**src/rtl/mem_bus_pkg.sv**
```systemverilog
// Shared bus constants and arbiter state encoding for the memory arbiter.
package mem_bus_pkg;

    localparam logic [1:0] MNONE  = 2'b00;
    localparam logic [1:0] MREAD  = 2'b01;
    localparam logic [1:0] MWRITE = 2'b10;

    localparam logic [8:0] DEF_LED_ADDR = 9'h100;
    localparam logic [8:0] DEF_SW_ADDR  = 9'h140;

    typedef enum logic [1:0] {
        IDLE,
        ACCESS,
        DATA,
        RESP
    } arb_state_t;

endpackage

```
**src/rtl/rr_arb2.sv**
```systemverilog
// Two-input round-robin grant: a tie goes to the port that did not win last.
module rr_arb2 (
    input  logic [1:0] req,
    input  logic       last_grant,
    output logic [1:0] grant
);

    always_comb begin
        grant = req;
        if (req == 2'b11) begin
            grant = last_grant ? 2'b01 : 2'b10;
        end
    end

endmodule

```
**src/rtl/mem_arbiter.sv**
```systemverilog
// Two-master memory-bus arbiter with RAM / LED / switch address decode.
module mem_arbiter
    import mem_bus_pkg::*;
#(
    parameter int unsigned          ADDR_W   = 9,
    parameter int unsigned          DATA_W   = 16,
    parameter int unsigned          RAM_AW   = 8,
    parameter logic [ADDR_W-1:0]    LED_ADDR = ADDR_W'(DEF_LED_ADDR),
    parameter logic [ADDR_W-1:0]    SW_ADDR  = ADDR_W'(DEF_SW_ADDR)
) (
    input  logic              clk,
    input  logic              reset,
    input  logic              m0_req,
    input  logic [1:0]        m0_cmd,
    input  logic [ADDR_W-1:0] m0_addr,
    input  logic [DATA_W-1:0] m0_wdata,
    output logic              m0_ack,
    output logic [DATA_W-1:0] m0_rdata,
    input  logic              m1_req,
    input  logic [1:0]        m1_cmd,
    input  logic [ADDR_W-1:0] m1_addr,
    input  logic [DATA_W-1:0] m1_wdata,
    output logic              m1_ack,
    output logic [DATA_W-1:0] m1_rdata,
    output logic [RAM_AW-1:0] ram_addr,
    output logic [DATA_W-1:0] ram_din,
    output logic              ram_write,
    input  logic [DATA_W-1:0] ram_dout,
    input  logic [7:0]        sw,
    output logic [7:0]        led
);

    arb_state_t        state, state_nxt;
    logic [1:0]        req_vec, grant_vec;
    logic              last_grant, grant_q;
    logic [1:0]        cmd_q;
    logic [ADDR_W-1:0] addr_q;

    logic              start, win;
    logic [1:0]        win_cmd;
    logic [ADDR_W-1:0] win_addr;
    logic [DATA_W-1:0] win_wdata;

    logic              is_ram_q, is_led_q, is_sw_q;
    logic              ram_write_nxt, led_we;
    logic [1:0]        ack_nxt;
    logic [DATA_W-1:0] result;

    assign req_vec = {m1_req, m0_req};

    rr_arb2 u_rr_arb2 (
        .req        (req_vec),
        .last_grant (last_grant),
        .grant      (grant_vec)
    );

    assign start     = (state == IDLE) && (|req_vec);
    assign win       = grant_vec[1];
    assign win_cmd   = win ? m1_cmd   : m0_cmd;
    assign win_addr  = win ? m1_addr  : m0_addr;
    assign win_wdata = win ? m1_wdata : m0_wdata;

    assign is_ram_q = ~addr_q[ADDR_W-1];
    assign is_led_q = (addr_q == LED_ADDR);
    assign is_sw_q  = (addr_q == SW_ADDR);

    always_ff @(posedge clk or posedge reset) begin
        if (reset) begin
            state <= IDLE;
        end else begin
            state <= state_nxt;
        end
    end

    always_comb begin
        state_nxt = state;
        case (state)
            IDLE:    if (|req_vec) state_nxt = ACCESS;
            ACCESS:  state_nxt = DATA;
            DATA:    state_nxt = RESP;
            RESP:    state_nxt = IDLE;
            default: state_nxt = IDLE;
        endcase
    end

    // Outputs are decoded one cycle early so every port is driven from a flop.
    always_comb begin
        ram_write_nxt = start && (win_cmd == MWRITE) && ~win_addr[ADDR_W-1];
        led_we        = (state == ACCESS) && (cmd_q == MWRITE) && is_led_q;
        ack_nxt       = '0;
        if (state == DATA) begin
            ack_nxt = grant_q ? 2'b10 : 2'b01;
        end
        result = '0;
        if (cmd_q == MREAD) begin
            if (is_ram_q) begin
                result = ram_dout;
            end else if (is_led_q) begin
                result = {{(DATA_W-8){1'b0}}, led};
            end else if (is_sw_q) begin
                result = {{(DATA_W-8){1'b0}}, sw};
            end
        end
    end

    always_ff @(posedge clk or posedge reset) begin
        if (reset) begin
            last_grant <= 1'b1;
            grant_q    <= 1'b0;
            cmd_q      <= MNONE;
            addr_q     <= '0;
            ram_addr   <= '0;
            ram_din    <= '0;
            ram_write  <= 1'b0;
            led        <= '0;
            m0_ack     <= 1'b0;
            m1_ack     <= 1'b0;
            m0_rdata   <= '0;
            m1_rdata   <= '0;
        end else begin
            if (start) begin
                grant_q    <= win;
                last_grant <= win;
                cmd_q      <= win_cmd;
                addr_q     <= win_addr;
                ram_addr   <= win_addr[RAM_AW-1:0];
                ram_din    <= win_wdata;
            end
            ram_write <= ram_write_nxt;
            if (led_we) begin
                led <= ram_din[7:0];
            end
            m0_ack <= ack_nxt[0];
            m1_ack <= ack_nxt[1];
            if (ack_nxt[0]) begin
                m0_rdata <= result;
            end
            if (ack_nxt[1]) begin
                m1_rdata <= result;
            end
        end
    end

endmodule

```
**config.mk**
```make
export PLATFORM = sky130hd
export DESIGN_NAME = mem_arbiter
export DESIGN_NICKNAME = d
export VERILOG_FILES = /design/src/rtl/mem_bus_pkg.sv /design/src/rtl/rr_arb2.sv /design/src/rtl/mem_arbiter.sv
export SDC_FILE = /design/constraint.sdc
export NUM_CORES = 1
export LEC_CHECK = 0
export ABC_AREA = 1
export CORE_UTILIZATION = 38
export DETAILED_ROUTE_END_ITERATION = 8
export HOLD_SLACK_MARGIN = 0.05
export PLACE_DENSITY = 0.73
export SLEW_MARGIN = 10
export SYNTH_ARGS = -nofsm -noshare
export SYNTH_HDL_FRONTEND = slang
export SYNTH_SLANG_ARGS = --single-unit
```
**constraint.sdc**
```tcl
create_clock -name clk -period 2.2 [get_ports clk]
set_clock_uncertainty 0.05 [all_clocks]
set_input_delay 0.33 -clock clk [delete_from_list [all_inputs] [get_ports clk]]
set_output_delay 0.33 -clock clk [all_outputs]
set_load 0.05 [all_outputs]
```
==> results.ini, run 1 <==
[yosys]
synth_seq_area_share_pct=53.80
avgSynthCellArea_um2=8.633
syn_inst=399
synth-seq-cells=74
syn-cell-area_um2=3445
synth_cell_types=26
ys_warn_count=0
synth.net_count=485

[timing]
finalCriticalPeriod_ns=2.046
tightest_slew_ns=0.5526
max_clock_freq_mhz=488.8
holdWs_ns=0.3955
rsz0062_at_grt=false
fin_crit_sh_pct=92.99
max_slew_margin_pct=63.02
setup_viol=0
final-hold-violation-count=0
drv_slew=0
setup_tns_ns=0

[layout]
final_common_cell=clkdlybuf4s50_1
multi_input_area_um2=1365
nets=629
drive_above_1_share_pct=8.394
nFillCells=780
layout_common_cells=clkdlybuf4s50_1, nand2_1, dfrtp_1
syn_to_final_growth_pct=51.65
seq_area_um2=1853
antenna_cells=0

[setup_path]
worstRegToRegCells=7
arrival_ns=1.67
crit_type=reg2out
cp_top_family=buffers and inverters
r2r-start=addr_q[8]
rrSetupSlack_ns=0.48
reg2reg_to=led[5]
cp.buffers_inverters=1
cpMaxStageDelayCell=clkdlybuf4s50_1
worstPathRequired_ns=1.82
crit_path_max_fanout=5
crit_chain=clkdlybuf4s50_1
critPathCaptureType=output port
start_kind=register
cpPeakStageDelay_ns=0.87

[clocking]
clock_sinks=74
cts_hold_buf=0
cts_buffers=9
clockBufferDepth=2
clk_pin_slew_ns=0.08
cts_root_buf=clkbuf_8
htreeDepth=3
post-cts-setup-buffers=0
cts-resized-gates=0
clock_latency_ns=0.35
cts_tree=done

[grt]
grt.total_usage_pct=20.13
grt_max_degree=41
grt_pass1_wl_um=15290
gr-total-overflow=0
grt_pass1_vias=3174
antenna_found_initial=0

[drt]
vias_per_cell=4.942
routedWlPerCell_um=13.95
drt_wl_total_um=9153
drc=0
drt_iter0_drc=99
ant_nets=0
vias=3242
drt_first_pass_iters=4

[power]
ir_worst_vdd_mv=0.7897
power_density_nw_per_um2=1564
p_leak_nw=2.331

[floorplan]
fp.dieH_um=97.21
ios=149
rows=34
die_x_um=97.21
start_util_pct=39.31
dieArea_um2=9450
core-area_um2=8763

[place]
port_buffers=148
gp_congestion=0.8034
dp_hpwl_um=6800

[run]
drv_cap=0

[status]
status=complete, no violations

[worst_hold_path]
hold_class=in2async

==> power by group <==
group | switching [W] | total, W | internal (W)
sequential | 0.000390 | 0.00233 | 0.00194
combinational | 0.00316 | 0.00468 | 0.00152
clock | 0.000517 | 0.00116 | 0.000643
total | 0.00406 | 0.00817 | 0.00411
==> cell usage after synthesis <==
cell type  instances  area (um^2)
inv_2              2        7.510
nand3_1           40        200.2
nand4_4            1        21.27
buf_6              2        22.52
mux2i_1            1        10.01
nand2_2            3        18.77
inv_4              2        12.51
dfstp_2            1        26.28
nor2_8             2        40.04
o21ai_0           54        270.3
nor2_1            48        180.2
clkinv_1           3        11.26
ha_1               4        50.05
buf_4              8        60.06
buf_2              3        15.01
nor3_4             1        16.27
inv_1             15        56.30
dfrtp_1           73         1827
or2_1              1        6.260
clkbuf_1          11        41.29
o21a_1             1        7.510
o22ai_1            9        56.30
o21ai_1            9        45.04
o21ai_2            9        78.83
nand2_1           95        356.6
o21bai_1           1        7.510
==> worst max path at each step <==
stage / startpoint / endpoint / slack, ns / cells after the start
floorplan: state[0] / ram_din[12] / 0.73 / 8
global placement: m1_req / ram_write / 0.37 / 8
detailed placement: m0_req / ram_write / 0.32 / 9
CTS: ram_addr[6] / ram_addr[6] / 0.13 / 1
global route: ram_addr[6] / ram_addr[6] / 0.10 / 1
finish: ram_addr[6] / ram_addr[6] / 0.15 / 1
==> logic make-up (layout without fill, tap and decap cells) <==
kind of cell	after synthesis	in the layout	share of synthesized area, %
AND/OR/NAND/NOR	191	191	24.37
adder cells (fa/ha/maj)	4	4	1.453
multiplexers	1	1	0.2906
buffers and inverters	46	195	6.574
flip-flops	74	74	53.80
AO/OA/AOI/OAI	83	83	13.51
==> stage by stage <==
stage	utilization [%]	std cells	area (um^2)	power, W	worst slack (ns)
2_1_floorplan	-	399	3448	0.005522	0.7320
3_3_place_gp	57.12	640	5006	0.006966	0.3673
3_5_place_dp	57.12	640	5006	0.007054	0.3219
4_1_cts	59.61	656	5224	0.008241	0.1277
5_1_grt	59.61	656	5224	0.008665	0.1012
6_report	59.61	656	5224	0.008171	0.1541
==> area by class of cell <==
class / instances / area share [%]
Clock buffer: 10 / 2.443
Clock inverter: 6 / 1.725
Inverter: 22 / 1.749
Multi-Input combinational cell: 279 / 26.13
Sequential cell: 74 / 35.47
Tap cell: 108 / 2.587
Timing Repair Buffer: 157 / 29.89
==> registers in the layout, indices dropped and copies added (netlist names) <==
register,count
m0_ack,1
ram_din,16
ram_write,1
grant_q,1
addr_q,2
cmd_q,2
ram_addr,7
led,8
m0_rdata,16
m1_rdata,16
m1_ack,1
state,2
last_grant,1
==> per-layer routing <==
| layer | routed length (um) | GRT usage (%) |
|---|---|---|
| met5 | 0 | 0 |
| met4 | 151 | 6.335 |
| met3 | 670 | 5.468 |
| met2 | 4234 | 32.02 |
| met1 | 4097 | 26.82 |
No activity file was read; power rests on OpenSTA's default activity.
==> run 2: changes to the inputs <==
CAP_MARGIN = 40   (was not set)
==> results of run 2 <==
The final DEF is identical to that of run 1; final timing and power are the same.
==> run 3: changes to the inputs <==
ABC_CLOCK_PERIOD_IN_PS = 2200   (was not set)
==> results of run 3 <==
The final DEF is identical to that of run 1; final timing and power are the same.
